## src/rtl/pipe_adder_pkg.sv

```systemverilog
// rtl/pipe_adder_pkg.sv - shared mode encodings and configuration check for pipe_adder
package pipe_adder_pkg;

    // Operation select carried on the mode input
    localparam logic ADD = 1'b0;
    localparam logic SUB = 1'b1;

    // Legal configurations split WIDTH evenly into at least two chunk stages
    function automatic bit width_ok(input int width, input int stage_w);
        return (stage_w > 0) && ((width % stage_w) == 0) && ((width / stage_w) >= 2);
    endfunction

endpackage

```

## src/rtl/adder_chunk.sv

```systemverilog
// rtl/adder_chunk.sv - STAGE_W-bit ripple of full-adder slices
module adder_chunk #(
    parameter int W = 4
) (
    input  logic [W-1:0] a_i,
    input  logic [W-1:0] b_i,
    input  logic         cin_i,
    output logic [W-1:0] sum_o,
    output logic         cout_o,
    output logic         cmsb_o
);

    logic [W:0] carry;

    // Ripple the carry bit by bit; carry into the top slice feeds the overflow term
    always_comb begin
        carry    = '0;
        sum_o    = '0;
        carry[0] = cin_i;
        for (int i = 0; i < W; i++) begin
            sum_o[i]     = a_i[i] ^ b_i[i] ^ carry[i];
            carry[i + 1] = (a_i[i] & b_i[i]) | (carry[i] & (a_i[i] ^ b_i[i]));
        end
        cout_o = carry[W];
        cmsb_o = carry[W - 1];
    end

endmodule

```

## src/rtl/pipe_adder.sv

```systemverilog
// rtl/pipe_adder.sv - pipelined ripple-carry adder/subtractor with per-stage stall chain
module pipe_adder
    import pipe_adder_pkg::*;
#(
    parameter int WIDTH   = 16,
    parameter int STAGE_W = 4
) (
    input  logic             clk,
    input  logic             rst,
    input  logic             in_valid,
    output logic             in_ready,
    input  logic [WIDTH-1:0] a,
    input  logic [WIDTH-1:0] b,
    input  logic             cin,
    input  logic             mode,
    output logic             out_valid,
    input  logic             out_ready,
    output logic [WIDTH-1:0] sum,
    output logic             cout,
    output logic             ovf
);

    localparam int STAGES = WIDTH / STAGE_W;

    if (!width_ok(WIDTH, STAGE_W)) begin : g_bad_cfg
        $error("pipe_adder: WIDTH must be a multiple of STAGE_W giving at least two stages");
    end

    // Stage registers: stage k holds the chunk k result, the lower sum bits and its carry.
    // Operands are only needed by later stages, so the last stage keeps none.
    logic [STAGES-1:0] v_q;
    logic [WIDTH-1:0]  a_q [0:STAGES-2];
    logic [WIDTH-1:0]  b_q [0:STAGES-2];
    logic [WIDTH-1:0]  s_q [0:STAGES-1];
    logic [STAGES-1:0] c_q;
    logic              ovf_q;

    // What each stage sees from upstream (ports for stage 0, previous register otherwise)
    logic [STAGES-1:0] up_v;
    logic [STAGES-1:0] up_c;
    logic [WIDTH-1:0]  up_a [0:STAGES-1];
    logic [WIDTH-1:0]  up_b [0:STAGES-1];
    logic [WIDTH-1:0]  up_s [0:STAGES-1];

    logic [STAGE_W-1:0] ch_sum [0:STAGES-1];
    logic [STAGES-1:0]  ch_cout;
    logic [STAGES-1:0]  ch_cmsb;

    logic [WIDTH-1:0]  s_d [0:STAGES-1];
    logic              ovf_d;
    logic [STAGES:0]   rdy;

    // Upstream view per stage; subtract is a + ~b + 1, so cin is dropped in SUB mode
    always_comb begin
        up_v    = '0;
        up_c    = '0;
        up_v[0] = in_valid;
        up_a[0] = a;
        up_s[0] = '0;
        case (mode)
            SUB: begin
                up_b[0] = ~b;
                up_c[0] = 1'b1;
            end
            default: begin
                up_b[0] = b;
                up_c[0] = cin;
            end
        endcase
        for (int k = 1; k < STAGES; k++) begin
            up_v[k] = v_q[k - 1];
            up_c[k] = c_q[k - 1];
            up_a[k] = a_q[k - 1];
            up_b[k] = b_q[k - 1];
            up_s[k] = s_q[k - 1];
        end
    end

    for (genvar k = 0; k < STAGES; k++) begin : g_chunk
        adder_chunk #(
            .W (STAGE_W)
        ) u_chunk (
            .a_i    (up_a[k][k*STAGE_W +: STAGE_W]),
            .b_i    (up_b[k][k*STAGE_W +: STAGE_W]),
            .cin_i  (up_c[k]),
            .sum_o  (ch_sum[k]),
            .cout_o (ch_cout[k]),
            .cmsb_o (ch_cmsb[k])
        );
    end

    // Merge each chunk result into the running sum word; overflow only matters at the MSB chunk
    always_comb begin
        for (int k = 0; k < STAGES; k++) begin
            s_d[k] = up_s[k];
            s_d[k][k*STAGE_W +: STAGE_W] = ch_sum[k];
        end
        ovf_d = ch_cmsb[STAGES-1] ^ ch_cout[STAGES-1];
    end

    // Stage k may load unless it and every stage downstream are full while the consumer stalls
    always_comb begin
        logic full;
        rdy         = '0;
        full        = 1'b0;
        rdy[STAGES] = out_ready;
        for (int k = 0; k < STAGES; k++) begin
            full = 1'b1;
            for (int j = k; j < STAGES; j++) begin
                full = full & v_q[j];
            end
            rdy[k] = !full || out_ready;
        end
    end

    // Advance stages that are free; data only moves with a valid token so outputs hold when empty
    always_ff @(posedge clk) begin
        if (rst) begin
            v_q   <= '0;
            c_q   <= '0;
            ovf_q <= 1'b0;
            for (int k = 0; k < STAGES; k++) begin
                s_q[k] <= '0;
            end
            for (int k = 0; k < STAGES - 1; k++) begin
                a_q[k] <= '0;
                b_q[k] <= '0;
            end
        end else begin
            for (int k = 0; k < STAGES; k++) begin
                if (rdy[k]) begin
                    v_q[k] <= up_v[k];
                    if (up_v[k]) begin
                        s_q[k] <= s_d[k];
                        c_q[k] <= ch_cout[k];
                    end
                end
            end
            for (int k = 0; k < STAGES - 1; k++) begin
                if (rdy[k] && up_v[k]) begin
                    a_q[k] <= up_a[k];
                    b_q[k] <= up_b[k];
                end
            end
            if (rdy[STAGES-1] && up_v[STAGES-1]) begin
                ovf_q <= ovf_d;
            end
        end
    end

    // Already-consumed operand bits at the last stage and lower-chunk MSB carries are dead
    logic unused_bits;
    assign unused_bits = ^{up_a[STAGES-1][WIDTH-STAGE_W-1:0],
                           up_b[STAGES-1][WIDTH-STAGE_W-1:0],
                           ch_cmsb[STAGES-2:0]};

    assign in_ready  = rdy[0];
    assign out_valid = v_q[STAGES-1];
    assign sum       = s_q[STAGES-1];
    assign cout      = c_q[STAGES-1];
    assign ovf       = ovf_q;

endmodule

```

## config.mk

```make
export PLATFORM = sky130hd
export DESIGN_NAME = pipe_adder
export DESIGN_NICKNAME = d
export VERILOG_FILES = /design/src/rtl/pipe_adder_pkg.sv /design/src/rtl/adder_chunk.sv /design/src/rtl/pipe_adder.sv
export SDC_FILE = /design/constraint.sdc
export NUM_CORES = 1
export LEC_CHECK = 0
export BUFFER_PORTS_ARGS = -buffer_cell sky130_fd_sc_hd__buf_2
export CAP_MARGIN = 20
export CORE_MARGIN = 8
export CORE_UTILIZATION = 30
export CTS_CLUSTER_SIZE = 30
export DETAILED_ROUTE_END_ITERATION = 16
export GPL_TIMING_DRIVEN = 0
export SYNTH_ARGS = -nofsm -noshare
export SYNTH_HDL_FRONTEND = slang
export SYNTH_SLANG_ARGS = --single-unit
```

## constraint.sdc

```tcl
create_clock -name clk -period 2.6 [get_ports clk]
set_input_delay 0.39 -clock clk [delete_from_list [all_inputs] [get_ports clk]]
set_output_delay 0.39 -clock clk [all_outputs]
set_load 0.005 [all_outputs]
```

# Word level (Yosys, flattened, before mapping)
# Memory sizes are Yosys's and may differ from the RTL's.
# Cells that the tools add are included.
[op_classes] muxes=39 n_reduce_logical=16 bitwise_logic=98
[ops] cell="two-way mux 16 bit" count=11
[ops] cell="AND 1 bit" count=38
[ops] cell="bitwise XOR 1 bit" count=33
[ops] cell="two-way mux 1 bit" count=28
[ops] cell="bitwise OR 1 bit" count=26
[ops] cell="NOT 16 bit" count=1
[ops] cell="AND reduction 2 bit" count=4
[ops] cell="logical AND 1 bit" count=4
[ops] cell="zero test 1 bit" count=4
[ops] cell="logical OR 1 bit" count=4
[totals] word_cells=165 register_bits=9 out_inout_bits=20 memories=3 input_bits=38 mem_bits_rw=160
[mem_list] memory="s_q" depth=4 width=16 read_ports=4 rd_ports_with_merged_regs=0 wr=4 line="pipe_adder.sv:34" text="logic [WIDTH-1:0] s_q [0:STAGES-1];"
[mem_list] memory="a_q" depth=3 width=16 read_ports=3 rd_ports_with_merged_regs=0 wr=3 line="pipe_adder.sv:32" text="logic [WIDTH-1:0] a_q [0:STAGES-2];"
[mem_list] memory="b_q" depth=3 width=16 read_ports=3 rd_ports_with_merged_regs=0 wr=3 line="pipe_adder.sv:33" text="logic [WIDTH-1:0] b_q [0:STAGES-2];"

# Logic depth before layout (Yosys ltp)
[depth] depth_word=11 mapped_depth=12 mapped_depth_nobuf=10

# Hierarchy
# From an unflattened synthesis, not the netlist that was laid out.
[hier_totals] cells_unflattened=323 hier_area_um2=4365.4
[modules_own_cells] mod="pipe_adder" instances=1 seq_area_each_um2=2822.7 cells_per_inst=275 area_per_inst_um2=3925.0
[modules_own_cells] mod="adder_chunk" instances=4 seq_area_each_um2=0.0 cells_per_inst=12 area_per_inst_um2=110.1

# Worst setup path after synthesis
# OpenSTA, ideal clock, no wires.
[synth_path] path_type="input -> register" start="input mode" end="memory s_q[0][3] (data pin)" required_time_ps=2345 slack_ps=-204 path_buffers=2 setup_time_ps=255 path_stages=11 arrival_ps=2549 cell_sequence="buf_2 > buf_2 > xnor2_1 > fa_1 > inv_1 > fa_1 > inv_1 > fa_1 > inv_1 > fa_1 > and3_1"
[synth_rtl] item="start: declaration" line="pipe_adder.sv:15" text="input logic mode,"
[synth_rtl] item="end: declaration" line="pipe_adder.sv:34"

==> summary.txt <==
Timing
  – Final Hold Fails: 0
  – Setup-failing EPs final: 0
  – Max Freq: 405 MHz
  – Worst Tran Pin Value: 622 ps
  – Slew HR: 0.585
  – Setup_tns: 0 ps
  – Slew Viols, Final: 0
  – Final Cycle Share: 0.951
  – Final worst slack: 128 ps
  – Final min period: 2470 ps
  – Setup Skew: 6.21 ps

Logic synthesis
  – Mapped Area: 4440 um2
  – Seq cells post-synth: 97
  – Distinct cell type count after synthesis: 37
  – Post-synth EDFFs: 88
  – Ys flop type: edfxtp_1
  – Post-synthesis instance total: 317
  – Register area share after synthesis: 0.635
  – YS warnings: 0
  – Avg Inst Size Synth: 14.0 um2
  – Mapped Nets: 371
  – Ys async rst share: 0

Clock tree
  – TritonCTS Buffers: 9
  – Worst skew pair latency: 340 ps
  – Clock Path Buffers: 2
  – Root buffer cell: clkbuf_16
  – H-tree depth: 3
  – Hold_buf cts: 0
  – CTS Sinks: 97
  – Clock transition at the registers of the reported paths: 70 ps
  – Post-CTS Setup Bufs: 0
  – CTS tree: built

Setup path
  – Crit path required time: 2760 ps
  – Cell mode on critical path: fa_1
  – Worst setup SP type: flop
  – Crit path buf inv count: 3
  – Worst Setup End Kind: flop
  – CP delay by family, top: adder cells
  – Max incr delay on CP: 450 ps
  – Slowest CP cell: fa_1
  – Critical path cell sequence: fa_1, inv_1, fa_1, inv_1, fa_1, inv_1, fa_1, nor4_2
  – CP max FO: 2
  – WS Path Type: flop to flop
  – Critical Path AT: 2630 ps

Global routing
  – Largest net degree at the start of global routing: 29
  – First-pass GRT wire length: 12.9 mm
  – Total Routing Usage GR: 0.0885
  – Vias in the first global route: 2614
  – Congestion Overflow GR: 0
  – Antenna violations before repair: 0

Place
  – RePlAce Congestion: 0.733
  – Placed Instance Area: 4980 um2
  – HPWL Detailed: 5.89 mm
  – Pre-CTS WS: -110 ps
  – Number of port buffers: 56

Floorplanning
  – IO Count: 58
  – Row Count: 44
  – Core box area: 14500 um2
  – Die extent in x: 138 um
  – Die area: 19000 um2
  – Die Ht: 138 um
  – Initial core utilization: 0.307

Pwr
  – Comb pwr share: 0.098
  – Overall power: 3.55 mW
  – Static Leak: 2.07 nW
  – NetSw: 807 uW
  – Int Power: 2.74 mW
  – Pwr/cell area: 667 nW/um2
  – Reg power frac: 0.522
  – IR drop worst, VDD: 318 uV
  – Clk pwr share: 0.380
  – Switching share of power: 0.227

Worst hold path
  – Hold Crit Class: primary input to flop

Routing
  – Vias/cell: 4.19
  – Antenna-violating nets left: 0
  – Final WL: 7.63 mm
  – DR iter-0 viols: 123
  – DRC viols: 0
  – DR WL/cell: 13.3 um
  – DR vias: 2403
  – Initial DRT Pass Iterations: 4

Finish
  – Fill count: 1393
  – Storage element area: 2820 um2
  – # nets final: 439
  – Ratio of cells with drive above 1 in the final layout: 0.290
  – P&R area growth vs syn: 19.9%
  – Cell area after layout: 5320 um2
  – Area of the multi-input gates: 1370 um2
  – ANT cells: 0

Flow run
  – Max cap viols: 0

Status
  – Run status: complete, no violations
-- synthesized netlist by cell type (3+ instances only) --
master    number  area share
a21boi_0      24       0.041
a21boi_2      10       0.025
a21o_1         7       0.012
a21oi_1       10       0.011
a21oi_2       10       0.020
a311oi_1       3      0.0059
and2_1        20       0.028
buf_2         10       0.011
buf_6          4       0.010
clkbuf_1       3      0.0025
dfxtp_1        9       0.041
edfxtp_1      88        0.59
fa_1          16       0.072
inv_1         39       0.033
nand2b_1       3      0.0042
nor2_1        18       0.015
xnor2_1       15       0.030
-- layout make-up --
type                    count  share of cell area
flip-flops and latches     97               0.530
multi-input cells         162               0.258
repair buffers             57              0.0578
well taps                 184              0.0432
clock buffers               9              0.0423
inverters                  39              0.0275
plain buffers              19              0.0251
clock inverters             7              0.0162
-- state kept, by name, summed over array words and instances, names as in the netlist --
| register | flops |
|---|---|
| s_q | 40 |
| a_q | 24 |
| b_q | 24 |
| c_q | 4 |
| v_q | 4 |
| ovf | 1 |
-- per-stage QoR --
| step | util | std cells | hold WS (ps) |
|---|---|---|---|
| CTS | 0.365 | 573 | 340 |
| floorplan | - | 317 | 466 |
| finish | 0.368 | 574 | 359 |
| detailed placement | 0.344 | 557 | 469 |
| global placement | 0.344 | 557 | 476 |
| global route | 0.368 | 574 | 356 |
-- what timing repair did --
| action | in CTS | in global routing |
|---|---|---|
| setup endpoints to repair | 0 | 1 |
| resized for setup | 0 | 1 |
| hold endpoints to repair | 0 | 0 |
-- final timing paths --
check	cells past startpoint	from	endpoint	slack, ps
max	8	b_q[0][44]	s_q[3][15]	130
min	3	in_valid	v_q[0]	360
max reg2reg	8	b_q[0][44]	s_q[3][15]	130
min reg2reg	2	ovf	ovf	480
-- logic make-up (layout without fill, tap and decap cells) --
logic type,count (synthesis),count (layout),synth area share
buf+inv,58,131,0.0594
compound gates,70,70,0.124
simple gates,59,59,0.0758
fa+ha+maj,16,16,0.0721
xor+xnor,17,17,0.0335
flops,97,97,0.635
-- cells in the final DEF (no fill, tap or decap), types with 5 or more instances in the layout --
master	count
a21oi_2	10
inv_1	39
a21boi_2	10
and2_1	20
dfxtp_1	9
buf_2	64
clkbuf_16	9
xnor2_1	14
fa_1	15
a21o_1	7
edfxtp_1	88
a21oi_1	10
a21boi_0	24
buf_6	5
nor2_1	18
-- per-layer routing --
metal | wire length, um | vias up | GRT usage
met5 | 0 | - | 0
met4 | 140 | 0 | 0.0435
met3 | 570 | 10 | 0.0266
met2 | 3520 | 61 | 0.137
met1 | 3400 | 1100 | 0.110
li1 | - | 1232 | -
-- worst reg2reg max path, cell delays in order, from the launching register on --
cell,delay [ps]
edfxtp_1,400
fa_1,430
inv_1,90
fa_1,170
inv_1,60
fa_1,430
inv_1,100
fa_1,450
nor4_2,160
-- power by group through the flow --
stage                     Combinational, mW  Sequential, mW  Clock (mW)
after CTS                             0.349            1.85        1.39
after detailed placement              0.347            1.89           0
after global routing                  0.402            1.86        1.45
final                                 0.349            1.85        1.35
after global placement                0.334            1.89           0
after floorplan                       0.225            1.88           0
Power figures use the tool's default switching activity.
